`config.mk`:
```
export PLATFORM = sky130hd
export DESIGN_NAME = comm_slave
export DESIGN_NICKNAME = d
export VERILOG_FILES = /design/src/rtl/comm_pkg.sv /design/src/rtl/comm_uart.sv /design/src/rtl/comm_slave.sv
export SDC_FILE = /design/constraint.sdc
export NUM_CORES = 1
export LEC_CHECK = 0
export CORE_ASPECT_RATIO = 1.75
export CORE_UTILIZATION = 65
export CTS_CLUSTER_DIAMETER = 60
export DETAILED_ROUTE_END_ITERATION = 12
export DONT_BUFFER_PORTS = 1
export MAX_ROUTING_LAYER = met4
export PLACE_DENSITY = 0.81
export SLEW_MARGIN = 25
export SYNTH_ARGS = -nofsm -noshare
export SYNTH_HDL_FRONTEND = slang
export SYNTH_SLANG_ARGS = --single-unit
```
`constraint.sdc`:
```
create_clock -name clk -period 4.98 [get_ports clk]
set_input_delay 0.249 -clock clk [delete_from_list [all_inputs] [get_ports clk]]
set_output_delay 0.249 -clock clk [all_outputs]
set_load 0.02 [all_outputs]
```
`src/rtl/comm_pkg.sv`:
```
// Shared definitions for the 3-byte command link (cmd, data high, data low).
// Used by both the airframe slave and the ground-station master.
package comm_pkg;

    typedef enum logic [1:0] {
        WAIT_CMD,
        WAIT_HIGH,
        WAIT_LOW
    } rx_state_t;

    localparam int PKT_BYTES = 3;

    typedef logic [PKT_BYTES*8-1:0] pkt_t;

endpackage

```
`src/rtl/comm_uart.sv`:
```
// Team UART: 8N1 receiver and transmitter sharing one baud divisor.
// rx_rdy_o holds until clr_rx_rdy_i; tx_done_o pulses once per frame.
module comm_uart #(
    parameter int BAUD_DIV = 2604
) (
    input  logic       clk,
    input  logic       rst_n,
    input  logic       rx_i,
    output logic       tx_o,
    output logic [7:0] rx_data_o,
    output logic       rx_rdy_o,
    input  logic       clr_rx_rdy_i,
    input  logic       trmt_i,
    input  logic [7:0] tx_data_i,
    output logic       tx_done_o
);

    localparam int BW = $clog2(BAUD_DIV);
    localparam logic [BW-1:0] FULL = BW'(BAUD_DIV - 1);
    localparam logic [BW-1:0] HALF = BW'(BAUD_DIV / 2 - 1);

    logic          rx_s1_q;
    logic          rx_s2_q;
    logic          rx_busy_q;
    logic [BW-1:0] rx_cnt_q;
    logic [3:0]    rx_bits_q;
    logic [8:0]    rx_sh_q;
    logic [7:0]    rx_data_q;
    logic          rx_rdy_q;

    logic          tx_busy_q;
    logic [BW-1:0] tx_cnt_q;
    logic [3:0]    tx_bits_q;
    logic [9:0]    tx_sh_q;
    logic          tx_done_q;

    always_ff @(posedge clk or negedge rst_n) begin
        if (!rst_n) begin
            rx_s1_q   <= 1'b1;
            rx_s2_q   <= 1'b1;
            rx_busy_q <= 1'b0;
            rx_cnt_q  <= '0;
            rx_bits_q <= '0;
            rx_sh_q   <= '0;
            rx_data_q <= '0;
            rx_rdy_q  <= 1'b0;
        end else begin
            rx_s1_q <= rx_i;
            rx_s2_q <= rx_s1_q;
            if (clr_rx_rdy_i) begin
                rx_rdy_q <= 1'b0;
            end
            if (!rx_busy_q) begin
                if (!rx_s2_q) begin
                    rx_busy_q <= 1'b1;
                    rx_cnt_q  <= HALF;
                    rx_bits_q <= '0;
                end
            end else if (rx_cnt_q != '0) begin
                rx_cnt_q <= rx_cnt_q - BW'(1);
            end else begin
                rx_cnt_q  <= FULL;
                rx_bits_q <= rx_bits_q + 4'd1;
                rx_sh_q   <= {rx_s2_q, rx_sh_q[8:1]};
                // line back high at mid start bit: glitch, not a frame
                if (rx_bits_q == 4'd0 && rx_s2_q) begin
                    rx_busy_q <= 1'b0;
                end
                if (rx_bits_q == 4'd9) begin
                    rx_busy_q <= 1'b0;
                    rx_rdy_q  <= 1'b1;
                    rx_data_q <= rx_sh_q[8:1];
                end
            end
        end
    end

    always_ff @(posedge clk or negedge rst_n) begin
        if (!rst_n) begin
            tx_busy_q <= 1'b0;
            tx_cnt_q  <= '0;
            tx_bits_q <= '0;
            tx_sh_q   <= '1;
            tx_done_q <= 1'b0;
        end else begin
            tx_done_q <= 1'b0;
            if (!tx_busy_q) begin
                if (trmt_i) begin
                    tx_busy_q <= 1'b1;
                    tx_sh_q   <= {1'b1, tx_data_i, 1'b0};
                    tx_cnt_q  <= FULL;
                    tx_bits_q <= '0;
                end
            end else if (tx_cnt_q != '0) begin
                tx_cnt_q <= tx_cnt_q - BW'(1);
            end else begin
                tx_cnt_q  <= FULL;
                tx_sh_q   <= {1'b1, tx_sh_q[9:1]};
                tx_bits_q <= tx_bits_q + 4'd1;
                if (tx_bits_q == 4'd9) begin
                    tx_busy_q <= 1'b0;
                    tx_done_q <= 1'b1;
                end
            end
        end
    end

    assign tx_o      = tx_busy_q ? tx_sh_q[0] : 1'b1;
    assign rx_data_o = rx_data_q;
    assign rx_rdy_o  = rx_rdy_q;
    assign tx_done_o = tx_done_q;

endmodule

```
`src/rtl/comm_slave.sv`:
```
// Airframe end of the 3-byte command link: assembles {cmd,high,low}
// into a sticky packet and returns one response byte on request.
module comm_slave
    import comm_pkg::*;
#(
    parameter int BYTE_TO  = 1_000_000,
    parameter int BAUD_DIV = 2604
) (
    input  logic        clk,
    input  logic        rst_n,
    input  logic        RX,
    output logic        TX,
    output logic [7:0]  cmd,
    output logic [15:0] data,
    output logic        cmd_rdy,
    input  logic        clr_cmd_rdy,
    input  logic [7:0]  resp,
    input  logic        send_resp,
    output logic        resp_sent
);

    localparam int TW = $clog2(BYTE_TO);
    localparam logic [TW-1:0] TO_MAX = TW'(BYTE_TO - 1);

    rx_state_t   state_q, state_d;
    logic [7:0]  cmd_hold_q, cmd_hold_d;
    logic [7:0]  high_hold_q, high_hold_d;
    logic [7:0]  cmd_q, cmd_d;
    logic [15:0] data_q, data_d;
    logic        cmd_rdy_q, rdy_d;
    logic [TW-1:0] timer_q, timer_d;
    logic        busy_q, busy_d;
    logic        resp_sent_q, sent_d;

    logic        rx_rdy;
    logic        clr_rx_rdy;
    logic [7:0]  rx_data;
    logic        trmt;
    logic        tx_done;
    logic        timeout;
    logic        start_pkt;
    pkt_t        pkt;

    comm_uart #(
        .BAUD_DIV(BAUD_DIV)
    ) u_uart (
        .clk         (clk),
        .rst_n       (rst_n),
        .rx_i        (RX),
        .tx_o        (TX),
        .rx_data_o   (rx_data),
        .rx_rdy_o    (rx_rdy),
        .clr_rx_rdy_i(clr_rx_rdy),
        .trmt_i      (trmt),
        .tx_data_i   (resp),
        .tx_done_o   (tx_done)
    );

    assign timeout   = (state_q != WAIT_CMD) && (timer_q == TO_MAX);
    assign start_pkt = timeout || (state_q == WAIT_CMD);
    assign pkt       = {cmd_hold_q, high_hold_q, rx_data};

    always_comb begin
        state_d     = state_q;
        cmd_hold_d  = cmd_hold_q;
        high_hold_d = high_hold_q;
        cmd_d       = cmd_q;
        data_d      = data_q;
        rdy_d       = cmd_rdy_q;
        timer_d     = timer_q;
        clr_rx_rdy  = 1'b0;
        if (clr_cmd_rdy) begin
            rdy_d = 1'b0;
        end
        if (state_q != WAIT_CMD) begin
            timer_d = timer_q + TW'(1);
        end
        if (timeout) begin
            state_d     = WAIT_CMD;
            cmd_hold_d  = '0;
            high_hold_d = '0;
            timer_d     = '0;
        end
        // a byte in the timeout cycle opens a fresh packet
        if (rx_rdy) begin
            clr_rx_rdy = 1'b1;
            timer_d    = '0;
            unique case (1'b1)
                start_pkt: begin
                    cmd_hold_d = rx_data;
                    rdy_d      = 1'b0;
                    state_d    = WAIT_HIGH;
                end
                (state_q == WAIT_HIGH): begin
                    high_hold_d = rx_data;
                    state_d     = WAIT_LOW;
                end
                default: begin
                    cmd_d   = pkt[PKT_BYTES*8-1 -: 8];
                    data_d  = pkt[15:0];
                    rdy_d   = 1'b1;
                    state_d = WAIT_CMD;
                end
            endcase
        end
    end

    assign trmt = send_resp && !busy_q;

    always_comb begin
        busy_d = busy_q;
        sent_d = resp_sent_q;
        if (trmt) begin
            busy_d = 1'b1;
            sent_d = 1'b0;
        end else if (busy_q && tx_done) begin
            busy_d = 1'b0;
            sent_d = 1'b1;
        end
    end

    always_ff @(posedge clk or negedge rst_n) begin
        if (!rst_n) begin
            state_q     <= WAIT_CMD;
            cmd_hold_q  <= '0;
            high_hold_q <= '0;
            cmd_q       <= '0;
            data_q      <= '0;
            cmd_rdy_q   <= 1'b0;
            timer_q     <= '0;
            busy_q      <= 1'b0;
            resp_sent_q <= 1'b0;
        end else begin
            state_q     <= state_d;
            cmd_hold_q  <= cmd_hold_d;
            high_hold_q <= high_hold_d;
            cmd_q       <= cmd_d;
            data_q      <= data_d;
            cmd_rdy_q   <= rdy_d;
            timer_q     <= timer_d;
            busy_q      <= busy_d;
            resp_sent_q <= sent_d;
        end
    end

    assign cmd       = cmd_q;
    assign data      = data_q;
    assign cmd_rdy   = cmd_rdy_q;
    assign resp_sent = resp_sent_q;

endmodule

```
# Yosys cells after proc, flatten, opt, wreduce, memory -nomap -nowiden
# Cells that the tools add are included.
# totals
regBits,130
output_inout_bits,27
wordCells,109
# op_classes
add_sub_neg,5
n_eq_ne,7
n_mux,52
bitwise_logic,2
reduce_logical,21
# op_table
operator,count
$mux W12,6
$mux W20,3
$mux W8,6
$mux W10,3
$mux W1,24
$mux W4,6
$reduce_bool A12 Y1,2
$sub A12 B1 Y12 const B,2
$add A20 B1 Y20 const B,1
$eq A20 B20 Y1 const B,1
$add A4 B1 Y4 const B,2
$eq A4 B4 Y1 const B,2
$reduce_and A2 Y1,4
$reduce_bool A2 Y1,4
$ne A2 B2 Y1 const B,3
$logic_and A1 B1 Y1,4
$logic_not A4 Y1,1
$mux W2,2
$pmux W2 S2,1
$reduce_and A3 Y1,1
$reduce_bool A3 Y1,1
$eq A2 B1 Y1 const B,1
$logic_not A2 Y1,1
$not A1 Y1,2
4 further kinds,4

# Longest topological paths before layout
# Gate-level depths: netlist (run 1).
# logic_depth
ltp_word,6
mapped_depth,7

# Modules after synthesis
# Synthesis (run 1) repeated with hierarchy kept, for this count alone.
# hier_totals
cells_unflattened,537
hier_area_um2,5928.2
# modules_own_cells
mod,instances,cells_per_inst,area_each_um2,seq_area_each_um2
comm_uart,1,294,3104.2,1590.3
comm_slave,1,243,2824.0,1626.6

# Worst setup path after synthesis (run 1)
# No wires, ideal clock.
# synth_timing
kind,register to register
start,register u_uart.rx_cnt_q[4]
end,register u_uart.rx_sh_q[5]
setup_time_ns,0.125
t_arrival_ns,1.866
slack_ns,2.989
stages_incl_launch_ff,6
n_path_buf,1
synth_period_minus_slack_ns,1.991
cell_sequence,dfrtp_1 nor3_1 nand3_1 nor2_1 buf_4 mux2_2
# synth_via
elab_chain_len,3
# synth_rtl
item,line,text
from (decl),comm_uart.sv:25,logic [BW-1:0] rx_cnt_q;
from (signal assigned),comm_uart.sv:60,rx_cnt_q <= rx_cnt_q - BW'(1);
$reduce_bool A12 Y1,comm_uart.sv:59,end else if (rx_cnt_q != '0) begin
$not A1 Y1 (no source line),-,
$reduce_and A2 Y1 (no source line),-,
to (signal assigned),comm_uart.sv:64,"rx_sh_q <= {rx_s2_q, rx_sh_q[8:1]};"
to (decl),comm_uart.sv:27,logic [8:0] rx_sh_q;
# No other way between the ends.
# A chain may end at the register's enable or synchronous reset.

# Final worst setup path (run 1)
# layout_timing
start,register timer_q[0]
end,register state_q[1]
# layout_via
elab_chain_len,5
# layout_rtl
item,line,text
from (decl),comm_slave.sv:31,"logic [TW-1:0] timer_q, timer_d;"
from (signal assigned),comm_slave.sv:140,timer_q <= timer_d;
$eq A20 B20 Y1 (*),comm_slave.sv:59,assign timeout = (state_q != WAIT_CMD) && (timer_q == TO_MAX);
$logic_and A1 B1 Y1 (*),comm_slave.sv:59,
$logic_or A1 B1 Y1,comm_slave.sv:60,assign start_pkt = timeout || (state_q == WAIT_CMD);
$pmux W2 S2,comm_slave.sv:88,unique case (1'b1)
$mux W2,comm_slave.sv:85,if (rx_rdy) begin
to (signal assigned),comm_slave.sv:134,state_q <= state_d;
to (decl),comm_slave.sv:25,"rx_state_t state_q, state_d;"
# Mark *: on every way between the ends. The rest lies on a longest branch, timed or not.

==> flow_summary.html, run 1 <==
<table>
<tr><th>Metric</th><th>Value</th></tr>
<tr><th colspan="2">Run status</th></tr>
<tr><td>Outcome</td><td>complete, no violations</td></tr>
<tr><th colspan="2">Placed design</th></tr>
<tr><td>Total of buffers placed on input and output ports</td><td>0</td></tr>
<tr><td>DP HPWL</td><td>7780 um</td></tr>
<tr><td>Pre-CTS setup slack</td><td>2.49 ns</td></tr>
<tr><td>Global placement routability congestion</td><td>0.845</td></tr>
<tr><th colspan="2">Worst setup path</th></tr>
<tr><td>Maximum fanout along the worst path</td><td>12</td></tr>
<tr><td>Kind of critical path</td><td>register to register</td></tr>
<tr><td>CP Launch Type</td><td>register</td></tr>
<tr><td>Cells traversed along the worst timing path</td><td>ha_1 -&gt; nand2_1 -&gt; or4_1 -&gt; o31ai_2 -&gt; buf_4 -&gt; o21bai_1</td></tr>
<tr><td>Nature of the critical path endpoint</td><td>register</td></tr>
<tr><td>Critical path buffer and inverter count</td><td>1</td></tr>
<tr><td>Cell class contributing the biggest share of worst-path delay</td><td>simple AND/OR/NAND/NOR gates</td></tr>
<tr><td>CP Data Required Time</td><td>5.28 ns</td></tr>
<tr><td>Worst EP arrival</td><td>2.82 ns</td></tr>
<tr><td>Cell type of the slowest stage on the worst timing path</td><td>sky130_fd_sc_hd__o31ai_2</td></tr>
<tr><td>Worst stage delay on the critical path</td><td>0.65 ns</td></tr>
<tr><th colspan="2">Detailed routing</th></tr>
<tr><td>Number of violations reported at the end of detailed-routing iteration 0</td><td>271</td></tr>
<tr><td>DR pass1 iterations</td><td>4</td></tr>
<tr><td>Routed WL per cell</td><td>17.9 um</td></tr>
<tr><td>Post-route DRC violation count</td><td>0</td></tr>
<tr><td>ANT nets after route</td><td>0</td></tr>
<tr><td>Final wirelength</td><td>11900 um</td></tr>
<tr><td>Detailed-route vias per instance</td><td>6.20</td></tr>
<tr><td>Vias post-DR</td><td>4127</td></tr>
<tr><th colspan="2">Synthesis</th></tr>
<tr><td>Gate Count Post-Synth</td><td>525</td></tr>
<tr><td>Synthesis Warnings</td><td>0</td></tr>
<tr><td>Yosys reg bits</td><td>128</td></tr>
<tr><td>Asr flop ratio synth</td><td>1.00</td></tr>
<tr><td>Library cell with the largest summed area after synthesis</td><td>sky130_fd_sc_hd__dfrtp_1</td></tr>
<tr><td>EDFF count, synth</td><td>0</td></tr>
<tr><td>Distinct cells, synth</td><td>62</td></tr>
<tr><td>Synth top area cells</td><td>sky130_fd_sc_hd__dfrtp_1 (49%), sky130_fd_sc_hd__mux2_2 (9.5%), sky130_fd_sc_hd__dfstp_2 (4.9%)</td></tr>
<tr><td>Netlist area before placement</td><td>0.00593 mm2</td></tr>
<tr><td>Share of the synthesized area in the top cell type</td><td>0.494</td></tr>
<tr><td>Primary flip-flop cell chosen by synthesis mapping</td><td>sky130_fd_sc_hd__dfrtp_1</td></tr>
<tr><td>Synthesized netlist net count</td><td>548</td></tr>
<tr><td>Syn_area_per_cell</td><td>11.3 um2</td></tr>
<tr><td>Proportion of synthesized chip area in sequential cells</td><td>0.543</td></tr>
<tr><th colspan="2">Layout</th></tr>
<tr><td>Ratio of cells with drive above 1 in the final layout</td><td>0.213</td></tr>
<tr><td>FILL cells</td><td>578</td></tr>
<tr><td>Multi-input combinational cell area</td><td>0.00257 mm2</td></tr>
<tr><td>Sequential cell area</td><td>0.00322 mm2</td></tr>
<tr><td>Final net count</td><td>560</td></tr>
<tr><td>Layout overhead on the synthesized area</td><td>12.9%</td></tr>
<tr><td>Inserted Diodes</td><td>0</td></tr>
<tr><th colspan="2">STA</th></tr>
<tr><td>Final worst clock skew</td><td>0.00988 ns</td></tr>
<tr><td>Setup repair after global routing missed its margin</td><td>no</td></tr>
<tr><td>Ratio of final minimum period to clock period</td><td>0.506</td></tr>
<tr><td>Final worst path period need</td><td>2.52 ns</td></tr>
<tr><td>Least setup slack across all paths after layout</td><td>2.46 ns</td></tr>
<tr><td>Pin slew with the least headroom to its limit</td><td>1.02 ns</td></tr>
<tr><td>Sum of negative setup slack</td><td>0 ns</td></tr>
<tr><td>Max-slew headroom</td><td>0.318</td></tr>
<tr><td>Setup violation total in the final timing report</td><td>0</td></tr>
<tr><td>Number of hold-slack violations in the final timing report</td><td>0</td></tr>
<tr><td>Final slew viol count</td><td>0</td></tr>
<tr><td>Highest clock rate</td><td>397 MHz</td></tr>
<tr><th colspan="2">Pwr</th></tr>
<tr><td>Power density relative to cell area</td><td>382 mW/mm2</td></tr>
<tr><td>Leakage Power</td><td>2.94 nW</td></tr>
<tr><td>Worst vdd rail ir drop</td><td>0.000331 V</td></tr>
<tr><th colspan="2">Global route</th></tr>
<tr><td>Global-route met2 utilization</td><td>0.468</td></tr>
<tr><td>Wire length of the first global-routing pass</td><td>20000 um</td></tr>
<tr><td>Initial antenna violation count</td><td>0</td></tr>
<tr><td>M3 GR Usage</td><td>0.0715</td></tr>
<tr><td>Maximum number of pins on one net before global-route repair</td><td>129</td></tr>
<tr><td>Vias in the first global route</td><td>4181</td></tr>
<tr><td>Overall overflow remaining after global route</td><td>0</td></tr>
<tr><td>Fraction of met1 tracks used by global routing</td><td>0.336</td></tr>
<tr><td>Global-route total usage across every layer</td><td>0.290</td></tr>
<tr><td>Most utilized layer in the global route result</td><td>met2</td></tr>
<tr><th colspan="2">Clock tree</th></tr>
<tr><td>Clk sink count</td><td>128</td></tr>
<tr><td>CTS HTree Levels</td><td>4</td></tr>
<tr><td>CTS tree</td><td>done</td></tr>
<tr><td>Max clock buf depth</td><td>2</td></tr>
<tr><td>Num CTS Buffers</td><td>17</td></tr>
<tr><td>Clock insertion delay at the later pin of the skew report</td><td>0.42 ns</td></tr>
<tr><td>Register clock-pin slew on the reported worst setup and hold paths</td><td>0.06 ns</td></tr>
<tr><td>Clk Tree Root Cell</td><td>sky130_fd_sc_hd__clkbuf_16</td></tr>
<tr><th colspan="2">Flow run</th></tr>
<tr><td>Total of max-cap violations</td><td>0</td></tr>
<tr><th colspan="2">Floorplanning</th></tr>
<tr><td>Core region area</td><td>0.00878 mm2</td></tr>
<tr><td>Initial Utilization</td><td>0.675</td></tr>
<tr><td>Num ports</td><td>40</td></tr>
<tr><td>Die X</td><td>74.2 um</td></tr>
<tr><td>Number of placement rows</td><td>45</td></tr>
<tr><td>Die ar.</td><td>0.00952 mm2</td></tr>
<tr><td>Die boundary height</td><td>128 um</td></tr>
<tr><th colspan="2">Min path</th></tr>
<tr><td>Hold Crit Class</td><td>input port to register</td></tr>
</table>
## synth_stat cells, types with 7 or more instances
cell / count
sky130_fd_sc_hd__dfstp_2: 11
sky130_fd_sc_hd__ha_1: 10
sky130_fd_sc_hd__a21oi_1: 25
sky130_fd_sc_hd__dfrtp_1: 117
sky130_fd_sc_hd__nor4_1: 10
sky130_fd_sc_hd__nand2_1: 52
sky130_fd_sc_hd__o22ai_1: 11
sky130_fd_sc_hd__xnor2_1: 9
sky130_fd_sc_hd__or3_1: 9
sky130_fd_sc_hd__inv_1: 20
sky130_fd_sc_hd__nand3_1: 14
sky130_fd_sc_hd__xor2_1: 7
sky130_fd_sc_hd__o21ai_0: 16
sky130_fd_sc_hd__nor3_1: 14
sky130_fd_sc_hd__nor2_1: 27
sky130_fd_sc_hd__mux2_2: 50
sky130_fd_sc_hd__o31ai_1: 8
sky130_fd_sc_hd__or4_1: 10
sky130_fd_sc_hd__a22o_1: 8
## cell usage in the layout, fill, tap and decap left out, drive strengths merged, types with 9 or more instances in the layout
cell type,netlist,final
nand2,52,52
o21ai,16,16
or4,11,11
xnor2,9,9
nor2,27,27
inv,20,24
or3,9,9
nor3,15,15
clkbuf,6,20
ha,10,10
o22ai,11,11
nor4,13,13
a21oi,27,27
dfrtp,117,117
nand3,15,15
dfstp,11,11
mux2,55,55
## sequential cells by signal, indices dropped and copies added, names as in the netlist, 2 cells and up
| name | cells |
|---|---|
| cmd | 8 |
| cmd_hold_q | 8 |
| data | 16 |
| high_hold_q | 8 |
| state_q | 2 |
| timer_q | 20 |
| u_uart.rx_bits_q | 4 |
| u_uart.rx_cnt_q | 12 |
| u_uart.rx_data_o | 8 |
| u_uart.rx_sh_q | 8 |
| u_uart.tx_bits_q | 4 |
| u_uart.tx_cnt_q | 12 |
| u_uart.tx_sh_q | 9 |
## stage by stage
step | cell area [um2] | std cells | utilization | hold WS [ns] | power [mW]
4_1_cts | 6690 | 666 | 0.762 | 0.0298 | 2.57
2_1_floorplan | 5930 | 525 | - | -0.0466 | 1.29
3_3_place_gp | 6040 | 630 | 0.687 | -0.0435 | 1.31
3_5_place_dp | 6040 | 630 | 0.687 | -0.0434 | 1.32
5_1_grt | 6690 | 666 | 0.762 | 0.0578 | 2.65
6_report | 6690 | 666 | 0.762 | 0.0471 | 2.56
## worst reg2reg max path, cell delays in order, from the launching register on
cell	delay, ns
sky130_fd_sc_hd__dfrtp_1	0.39
sky130_fd_sc_hd__ha_1	0.21
sky130_fd_sc_hd__nand2_1	0.14
sky130_fd_sc_hd__or4_1	0.62
sky130_fd_sc_hd__o31ai_2	0.65
sky130_fd_sc_hd__buf_4	0.31
sky130_fd_sc_hd__o21bai_1	0.08
## area by class of cell
type | instances | area share
Timing Repair Buffer | 9 | 0.0146
Clock buffer | 20 | 0.0682
Sequential cell | 128 | 0.481
Multi-Input combinational cell | 361 | 0.384
Tap cell | 117 | 0.0219
Inverter | 20 | 0.0112
Clock inverter | 11 | 0.0194
## metal layers
layer	vias up	routed length (um)
li1	1939	-
met1	2078	4820
met2	87	6400
met3	23	440
met4	0	284
met5	-	0
## where the power goes
part / internal (mW) / switching [mW] / total (mW)
registers: 1.09 / 0.0609 / 1.16
logic: 0.0737 / 0.102 / 0.176
clock network: 0.765 / 0.461 / 1.23
## worst paths after layout
path,from,to,slack [ns],cells past startpoint
worst max register to register,timer_q[0],state_q[1],2.46,6
max in group asynchronous,rst_n,timer_q[3],4.04,2
worst min register to register,u_uart.rx_s1_q,u_uart.rx_s2_q,0.36,0
worst max-delay path,timer_q[0],state_q[1],2.46,6
min in group asynchronous,rst_n,timer_q[16],0.42,2
worst min-delay path,clr_cmd_rdy,cmd_rdy,0.05,2
## kinds of logic (layout without fill, tap and decap cells)
kind of cell               Yosys count  count (layout)  share of synthesized area
and+or+nand+nor                    174             174                      0.159
DFF                                128             128                      0.543
muxes                               58              58                      0.110
buffers and inverters               36              60                     0.0260
xor gates and xnor gates            16              16                     0.0236
AOI/OAI and AO/OA                  103             103                      0.118
adders and majority gates           10              10                     0.0211
## what timing repair did
action,CTS,global route
gates resized for setup,0,0
endpoints found under the hold margin,132,0
hold buffers,5,0
buffers inserted,0,0
Power figures use the tool's default switching activity.
==> run 2, diff against run 1 <==
- CORE_UTILIZATION: 65 -> 57
- PLACE_DENSITY: 0.81 -> 0.75
- clock period: 4.98 -> 2.05 ns (I/O delays scaled with it)
==> flow_summary.html, run 2 (same netlist as run 1, synthesis figures left out) <==
<table>
<tr><th>Metric</th><th>Value</th></tr>
<tr><th colspan="2">Run status</th></tr>
<tr><td>Outcome</td><td>finished, violations left (was complete, no violations)</td></tr>
<tr><td>Failing checks</td><td>negative hold slack</td></tr>
<tr><th colspan="2">Layout</th></tr>
<tr><td>Ratio of cells with drive above 1 in the final layout</td><td>0.259 (was 0.213)</td></tr>
<tr><td>Layout overhead on the synthesized area</td><td>19.2% (was 12.9%)</td></tr>
<tr><td>Top reg by flops</td><td>timer_q (unchanged)</td></tr>
<tr><td>Inserted Diodes</td><td>0 (unchanged)</td></tr>
<tr><td>FILL cells</td><td>724 (was 578)</td></tr>
<tr><td>Commonest non-fill, non-tap cell in the layout</td><td>sky130_fd_sc_hd__dfrtp_1 (unchanged)</td></tr>
<tr><td>Final net count</td><td>595 (was 560)</td></tr>
<tr><td>Top library cells by usage in the layout, fill and taps aside</td><td>sky130_fd_sc_hd__dfrtp_1 (117), sky130_fd_sc_hd__nand2_1 (51), sky130_fd_sc_hd__mux2_2 (50) (was sky130_fd_sc_hd__dfrtp_1 (117), sky130_fd_sc_hd__nand2_1 (52), sky130_fd_sc_hd__mux2_2 (50))</td></tr>
<tr><td>Post-Layout Cell Count</td><td>708 (was 666)</td></tr>
<tr><td>Final standard cell utilization of the core</td><td>0.709 (was 0.762)</td></tr>
<tr><td>Final std cell area, no fill</td><td>0.00707 mm2 (was 0.00669 mm2)</td></tr>
<tr><td>Number of flip-flops in the largest register</td><td>20 (unchanged)</td></tr>
<tr><th colspan="2">Global route</th></tr>
<tr><td>Wire length of the first global-routing pass</td><td>20700 um (was 20000 um)</td></tr>
<tr><td>Maximum number of pins on one net before global-route repair</td><td>129 (unchanged)</td></tr>
<tr><td>Initial antenna violation count</td><td>0 (unchanged)</td></tr>
<tr><td>Overall overflow remaining after global route</td><td>0 (unchanged)</td></tr>
<tr><td>Vias in the first global route</td><td>4276 (was 4181)</td></tr>
<tr><td>Global-route total usage across every layer</td><td>0.259 (was 0.290)</td></tr>
<tr><th colspan="2">Floorplanning</th></tr>
<tr><td>Initial Utilization</td><td>0.595 (was 0.675)</td></tr>
<tr><td>Die X</td><td>79.1 um (was 74.2 um)</td></tr>
<tr><td>Die boundary height</td><td>137 um (was 128 um)</td></tr>
<tr><td>Number of placement rows</td><td>48 (was 45)</td></tr>
<tr><td>Num ports</td><td>40 (unchanged)</td></tr>
<tr><td>Die ar.</td><td>0.0108 mm2 (was 0.00952 mm2)</td></tr>
<tr><td>Core region area</td><td>0.00997 mm2 (was 0.00878 mm2)</td></tr>
<tr><th colspan="2">Worst setup path</th></tr>
<tr><td>Maximum fanout along the worst path</td><td>4 (was 12)</td></tr>
<tr><td>Nature of the critical path endpoint</td><td>register (unchanged)</td></tr>
<tr><td>Worst stage delay on the critical path</td><td>0.43 ns (was 0.65 ns)</td></tr>
<tr><td>Cells traversed along the worst timing path</td><td>inv_1 -&gt; ha_1 -&gt; nor3b_1 -&gt; nand2_1 -&gt; or4_1 -&gt; o211ai_1 (was ha_1 -&gt; nand2_1 -&gt; or4_1 -&gt; o31ai_2 -&gt; buf_4 -&gt; o21bai_1)</td></tr>
<tr><td>Critical path buffer and inverter count</td><td>1 (unchanged)</td></tr>
<tr><td>Cell type of the slowest stage on the worst timing path</td><td>sky130_fd_sc_hd__dfrtp_1 (was sky130_fd_sc_hd__o31ai_2)</td></tr>
<tr><td>Worst reg2reg setup slack</td><td>0.04 ns (was 2.46 ns)</td></tr>
<tr><td>CP Launch Type</td><td>register (unchanged)</td></tr>
<tr><td>Kind of critical path</td><td>register to register (unchanged)</td></tr>
<tr><td>Worst EP arrival</td><td>2.32 ns (was 2.82 ns)</td></tr>
<tr><td>CP Data Required Time</td><td>2.36 ns (was 5.28 ns)</td></tr>
<tr><td>Cell class contributing the biggest share of worst-path delay</td><td>simple AND/OR/NAND/NOR gates (unchanged)</td></tr>
<tr><th colspan="2">Detailed routing</th></tr>
<tr><td>Number of violations reported at the end of detailed-routing iteration 0</td><td>338 (was 271)</td></tr>
<tr><td>Routed WL per cell</td><td>17.6 um (was 17.9 um)</td></tr>
<tr><td>Final wirelength</td><td>12500 um (was 11900 um)</td></tr>
<tr><td>Post-route DRC violation count</td><td>0 (unchanged)</td></tr>
<tr><td>Detailed-route vias per instance</td><td>6.00 (was 6.20)</td></tr>
<tr><td>ANT nets after route</td><td>0 (unchanged)</td></tr>
<tr><td>Vias post-DR</td><td>4251 (was 4127)</td></tr>
<tr><td>DR pass1 iterations</td><td>5 (was 4)</td></tr>
<tr><th colspan="2">STA</th></tr>
<tr><td>Sum of negative setup slack</td><td>0 ns (unchanged)</td></tr>
<tr><td>Final worst path period need</td><td>2.01 ns (was 2.52 ns)</td></tr>
<tr><td>Final worst clock skew</td><td>0.00878 ns (was 0.00988 ns)</td></tr>
<tr><td>Worst hold margin</td><td>-0.620 ns (was 0.0471 ns)</td></tr>
<tr><td>Highest clock rate</td><td>497 MHz (was 397 MHz)</td></tr>
<tr><td>Least setup slack across all paths after layout</td><td>0.0378 ns (was 2.46 ns)</td></tr>
<tr><td>Ratio of final minimum period to clock period</td><td>0.982 (was 0.506)</td></tr>
<tr><td>Number of hold-slack violations in the final timing report</td><td>128 (was 0)</td></tr>
<tr><td>Pin slew with the least headroom to its limit</td><td>0.696 ns (was 1.02 ns)</td></tr>
<tr><td>Max-slew headroom</td><td>0.536 (was 0.318)</td></tr>
<tr><td>Final slew viol count</td><td>0 (unchanged)</td></tr>
<tr><td>Setup violation total in the final timing report</td><td>0 (unchanged)</td></tr>
<tr><th colspan="2">Clock tree</th></tr>
<tr><td>CTS HTree Levels</td><td>4 (unchanged)</td></tr>
<tr><td>Number of buffers added to fix hold violations after cts</td><td>11 (was 5)</td></tr>
<tr><td>Num CTS Buffers</td><td>17 (unchanged)</td></tr>
<tr><td>Clock insertion delay at the later pin of the skew report</td><td>0.41 ns (was 0.42 ns)</td></tr>
<tr><td>Clk Tree Root Cell</td><td>sky130_fd_sc_hd__clkbuf_16 (unchanged)</td></tr>
<tr><td>Clk sink count</td><td>128 (unchanged)</td></tr>
<tr><td>Register clock-pin slew on the reported worst setup and hold paths</td><td>0.06 ns (about the same)</td></tr>
<tr><td>Max clock buf depth</td><td>2 (unchanged)</td></tr>
<tr><td>CTS tree</td><td>done (unchanged)</td></tr>
<tr><th colspan="2">Placed design</th></tr>
<tr><td>Global placement routability congestion</td><td>0.854 (was 0.845)</td></tr>
<tr><td>Total of buffers placed on input and output ports</td><td>0 (unchanged)</td></tr>
<tr><td>Pre-CTS setup slack</td><td>-0.0379 ns (was 2.49 ns)</td></tr>
<tr><td>Number of placed instances, taps included</td><td>664 (was 630)</td></tr>
<tr><td>DP HPWL</td><td>8170 um (was 7780 um)</td></tr>
<tr><td>Total placed instance area</td><td>0.00627 mm2 (was 0.00604 mm2)</td></tr>
<tr><th colspan="2">Pwr</th></tr>
<tr><td>Sum of internal, switching and leakage power</td><td>6.37 mW (was 2.56 mW)</td></tr>
<tr><td>Power density relative to cell area</td><td>902 mW/mm2 (was 382 mW/mm2)</td></tr>
<tr><td>Leakage Power</td><td>3.13 nW (was 2.94 nW)</td></tr>
<tr><td>Worst vdd rail ir drop</td><td>0.000696 V (was 0.000331 V)</td></tr>
<tr><th colspan="2">Min path</th></tr>
<tr><td>Hold Crit Class</td><td>input port to asynchronous set/reset pin (was input port to register)</td></tr>
<tr><th colspan="2">Flow run</th></tr>
<tr><td>Total of max-cap violations</td><td>0 (unchanged)</td></tr>
</table>
==> run 2: cell count changes in the layout (fill, tap and decap cells not counted), sizes merged <==
cell	delta
bufinv	+2
dlygate4sd3	+7
clkinv	+2
inv	-4
buf	+28
clkinvlp	-4
clkbuf	+3
==> run 2: report_power, final <==
part           switching, mW  internal [mW]  leakage (nW)
Combinational          0.284          0.249          1.17
Clock                   1.02           2.05         0.291
Sequential             0.114           2.66          1.67
==> run 2: layout make-up <==
type,count,area (um2),share of cell area
inverters,20,75.1,0.0106
well taps,125,156,0.0221
multi-input cells,361,2640,0.374
clock inverters,7,135,0.0191
clock buffers,23,458,0.0648
repair buffers,44,383,0.0542
flip-flops and latches,128,3220,0.455
==> run 2: routing by layer <==
layer | vias up | share of wire | wire length [um] | GRT usage
li1 | 2007 | - | - | -
met3 | 24 | 0.049 | 611 | 0.0820
met2 | 97 | 0.54 | 6710 | 0.430
met4 | 0 | 0.019 | 234 | 0.0949
met5 | - | 0 | 0 | -
met1 | 2123 | 0.39 | 4930 | 0.290
==> run 2: worst paths after layout <==
path	endpoint	cells after the start	start
max in group asynchronous	u_uart.tx_sh_q[6]	0	rst_n
hold / removal	timer_q[14]	0	rst_n
setup reg to reg	u_uart.tx_cnt_q[10]	6	u_uart.tx_cnt_q[0]
hold reg to reg	u_uart.rx_s2_q	0	u_uart.rx_s1_q
setup / recovery	u_uart.tx_cnt_q[10]	6	u_uart.tx_cnt_q[0]
min in group clk	u_uart.tx_sh_q[8]	3	send_resp
==> run 2: repair_timing <==
item,CTS,global route
resized for setup,2,12
hold endpoints to repair,140,128
pin swaps,1,2
endpoints found under the setup margin,27,59
buffers inserted,2,1
==> run 3, diff against run 2 <==
==> constraint.sdc (replaced) <==
create_clock -name clk -period 2.05 [get_ports clk]
set_input_delay 0.3075 -clock clk [delete_from_list [all_inputs] [get_ports clk]]
set_output_delay 0.3075 -clock clk [all_outputs]
set_load 0.02 [all_outputs]
==> flow_summary.html, run 3 (same netlist as run 1, synthesis figures left out) <==
<table>
<tr><th>Metric</th><th>Value</th></tr>
<tr><th colspan="2">Layout</th></tr>
<tr><td>Sequential cell area</td><td>0.00322 mm2 (unchanged)</td></tr>
<tr><td>Post-Layout Cell Count</td><td>699 (was 708)</td></tr>
<tr><td>Inserted Diodes</td><td>0 (unchanged)</td></tr>
<tr><td>Commonest non-fill, non-tap cell in the layout</td><td>sky130_fd_sc_hd__dfrtp_1 (unchanged)</td></tr>
<tr><td>Multi-input combinational cell area</td><td>0.00264 mm2 (unchanged)</td></tr>
<tr><td>Final net count</td><td>586 (was 595)</td></tr>
<tr><td>Top reg by flops</td><td>timer_q (unchanged)</td></tr>
<tr><td>Ratio of cells with drive above 1 in the final layout</td><td>0.263 (was 0.259)</td></tr>
<tr><td>Number of flip-flops in the largest register</td><td>20 (unchanged)</td></tr>
<tr><td>Top library cells by usage in the layout, fill and taps aside</td><td>sky130_fd_sc_hd__dfrtp_1 (117), sky130_fd_sc_hd__nand2_1 (51), sky130_fd_sc_hd__mux2_2 (50) (unchanged)</td></tr>
<tr><td>FILL cells</td><td>743 (was 724)</td></tr>
<tr><td>Layout overhead on the synthesized area</td><td>17.7% (was 19.2%)</td></tr>
<tr><th colspan="2">STA</th></tr>
<tr><td>Highest clock rate</td><td>501 MHz (was 497 MHz)</td></tr>
<tr><td>Final worst clock skew</td><td>0.00957 ns (was 0.00878 ns)</td></tr>
<tr><td>Max-slew headroom</td><td>0.538 (was 0.536)</td></tr>
<tr><td>Final slew viol count</td><td>0 (unchanged)</td></tr>
<tr><td>Setup violation total in the final timing report</td><td>0 (unchanged)</td></tr>
<tr><td>Pin slew with the least headroom to its limit</td><td>0.693 ns (was 0.696 ns)</td></tr>
<tr><td>Least setup slack across all paths after layout</td><td>0.0526 ns (was 0.0378 ns)</td></tr>
<tr><td>Ratio of final minimum period to clock period</td><td>0.974 (was 0.982)</td></tr>
<tr><td>Final worst path period need</td><td>2.00 ns (was 2.01 ns)</td></tr>
<tr><td>Worst hold margin</td><td>-0.413 ns (was -0.620 ns)</td></tr>
<tr><td>Number of hold-slack violations in the final timing report</td><td>128 (unchanged)</td></tr>
<tr><td>Sum of negative setup slack</td><td>0 ns (unchanged)</td></tr>
<tr><th colspan="2">Flow run</th></tr>
<tr><td>Total of max-cap violations</td><td>0 (unchanged)</td></tr>
<tr><th colspan="2">Worst setup path</th></tr>
<tr><td>Worst EP arrival</td><td>2.31 ns (was 2.32 ns)</td></tr>
<tr><td>Nature of the critical path endpoint</td><td>register (unchanged)</td></tr>
<tr><td>CP Launch Type</td><td>register (unchanged)</td></tr>
<tr><td>Capturing point of the worst reg2reg path</td><td>u_uart.tx_cnt_q[10] (unchanged)</td></tr>
<tr><td>Kind of critical path</td><td>register to register (unchanged)</td></tr>
<tr><td>Crit Reg-Reg Startpoint</td><td>u_uart.tx_cnt_q[0] (unchanged)</td></tr>
<tr><td>Cell count of the worst reg-to-reg path</td><td>6 (unchanged)</td></tr>
<tr><td>Maximum fanout along the worst path</td><td>4 (unchanged)</td></tr>
<tr><td>CP Data Required Time</td><td>2.36 ns (about the same)</td></tr>
<tr><td>Worst reg2reg setup slack</td><td>0.05 ns (was 0.04 ns)</td></tr>
<tr><th colspan="2">Min path</th></tr>
<tr><td>Hold Crit Class</td><td>input port to asynchronous set/reset pin (unchanged)</td></tr>
<tr><th colspan="2">Global route</th></tr>
<tr><td>Maximum number of pins on one net before global-route repair</td><td>129 (unchanged)</td></tr>
<tr><td>Wire length of the first global-routing pass</td><td>20400 um (was 20700 um)</td></tr>
<tr><td>Overall overflow remaining after global route</td><td>0 (unchanged)</td></tr>
<tr><td>Initial antenna violation count</td><td>0 (unchanged)</td></tr>
<tr><td>Vias in the first global route</td><td>4222 (was 4276)</td></tr>
<tr><td>Global-route total usage across every layer</td><td>0.255 (was 0.259)</td></tr>
<tr><th colspan="2">Clock tree</th></tr>
<tr><td>CTS HTree Levels</td><td>4 (unchanged)</td></tr>
<tr><td>Clock insertion delay at the later pin of the skew report</td><td>0.41 ns (about the same)</td></tr>
<tr><td>Max clock buf depth</td><td>2 (unchanged)</td></tr>
<tr><td>Register clock-pin slew on the reported worst setup and hold paths</td><td>0.06 ns (about the same)</td></tr>
<tr><td>Num CTS Buffers</td><td>17 (unchanged)</td></tr>
<tr><td>Clk Tree Root Cell</td><td>sky130_fd_sc_hd__clkbuf_16 (unchanged)</td></tr>
<tr><td>Clk sink count</td><td>128 (unchanged)</td></tr>
<tr><td>CTS tree</td><td>done (unchanged)</td></tr>
<tr><td>Number of buffers added to fix hold violations after cts</td><td>2 (was 11)</td></tr>
<tr><th colspan="2">Pwr</th></tr>
<tr><td>Power density relative to cell area</td><td>910 mW/mm2 (was 902 mW/mm2)</td></tr>
<tr><td>Sum of internal, switching and leakage power</td><td>6.35 mW (was 6.37 mW)</td></tr>
<tr><td>Worst vdd rail ir drop</td><td>0.000694 V (was 0.000696 V)</td></tr>
<tr><td>Leakage Power</td><td>3.09 nW (was 3.13 nW)</td></tr>
<tr><th colspan="2">Placed design</th></tr>
<tr><td>Pre-CTS setup slack</td><td>-0.0379 ns (unchanged)</td></tr>
<tr><td>DP HPWL</td><td>8170 um (unchanged)</td></tr>
<tr><td>Number of placed instances, taps included</td><td>664 (unchanged)</td></tr>
<tr><td>Global placement routability congestion</td><td>0.854 (unchanged)</td></tr>
<tr><td>Total of buffers placed on input and output ports</td><td>0 (unchanged)</td></tr>
<tr><th colspan="2">Floorplanning</th></tr>
<tr><td>Core region area</td><td>0.00997 mm2 (unchanged)</td></tr>
<tr><td>Number of placement rows</td><td>48 (unchanged)</td></tr>
<tr><td>Num ports</td><td>40 (unchanged)</td></tr>
<tr><td>Die X</td><td>79.1 um (unchanged)</td></tr>
<tr><td>Die boundary height</td><td>137 um (unchanged)</td></tr>
<tr><td>Initial Utilization</td><td>0.595 (unchanged)</td></tr>
<tr><td>Die ar.</td><td>0.0108 mm2 (unchanged)</td></tr>
<tr><th colspan="2">Detailed routing</th></tr>
<tr><td>Final wirelength</td><td>12300 um (was 12500 um)</td></tr>
<tr><td>Vias post-DR</td><td>4198 (was 4251)</td></tr>
<tr><td>Post-route DRC violation count</td><td>0 (unchanged)</td></tr>
<tr><td>Number of violations reported at the end of detailed-routing iteration 0</td><td>309 (was 338)</td></tr>
<tr><td>ANT nets after route</td><td>0 (unchanged)</td></tr>
<tr><td>DR pass1 iterations</td><td>5 (unchanged)</td></tr>
<tr><td>Routed WL per cell</td><td>17.6 um (about the same)</td></tr>
<tr><td>Detailed-route vias per instance</td><td>6.01 (was 6.00)</td></tr>
<tr><th colspan="2">Run status</th></tr>
<tr><td>Outcome</td><td>finished, violations left (unchanged)</td></tr>
<tr><td>Failing checks</td><td>negative hold slack (unchanged)</td></tr>
</table>
[run 3: cell count changes in the layout (fill, tap and decap cells not counted)]
cell and change:
sky130_fd_sc_hd__dlygate4sd3_1 -9
[run 3: report_power, final]
part	internal (mW)	total [mW]	switching, mW
registers	2.66	2.78	0.116
logic	0.238	0.514	0.277
clock network	2.05	3.06	1.02
[run 3: layout make-up]
cell class | count | area share
clock buffer | 23 | 0.0656
clock inverter | 7 | 0.0194
inverter | 20 | 0.0108
multi-input combinational | 361 | 0.379
sequential | 128 | 0.461
tap | 125 | 0.0224
timing repair buffer | 35 | 0.0420
[run 3: how the worst max path moves through the flow]
| stage | to | cells past startpoint | from |
|---|---|---|---|
| CTS | timer_q[19] | 4 | timer_q[3] |
| global route | u_uart.tx_cnt_q[10] | 6 | u_uart.tx_cnt_q[0] |
| global placement | data[14] | 6 | timer_q[0] |
| finish | u_uart.tx_cnt_q[10] | 6 | u_uart.tx_cnt_q[0] |
| floorplan | u_uart.rx_sh_q[5] | 5 | u_uart.rx_cnt_q[4] |
| detailed placement | cmd[6] | 6 | timer_q[0] |
[run 3: critical path: stages (launching register included)]
cell	delay [ns]
sky130_fd_sc_hd__dfrtp_1	0.43
sky130_fd_sc_hd__inv_1	0.14
sky130_fd_sc_hd__ha_1	0.23
sky130_fd_sc_hd__nor3b_1	0.28
sky130_fd_sc_hd__nand2_1	0.18
sky130_fd_sc_hd__or4_1	0.44
sky130_fd_sc_hd__o211ai_1	0.20
[run 3: per-stage QoR]
| stage | utilization | cell area, um2 |
|---|---|---|
| final | 0.700 | 6980 |
| after global routing | 0.700 | 6980 |
| after CTS | 0.693 | 6910 |
| after detailed placement | 0.629 | 6270 |
| after global placement | 0.629 | 6270 |
| after floorplan | - | 5930 |
[run 3: layer usage]
metal / track usage / wire (um) / vias up / share of wire
met5: - / 0 / - / 0
met4: 0.0980 / 255 / 0 / 0.021
met3: 0.0780 / 622 / 23 / 0.050
met2: 0.423 / 6570 / 102 / 0.53
met1: 0.286 / 4880 / 2082 / 0.40
li1: - / - / 1991 / -
[run 3: timing repair]
item,CTS,global route
resized for setup,2,12
hold endpoints to repair,130,128
setup endpoints to repair,27,54
setup buffers,2,1
pin swaps,1,3
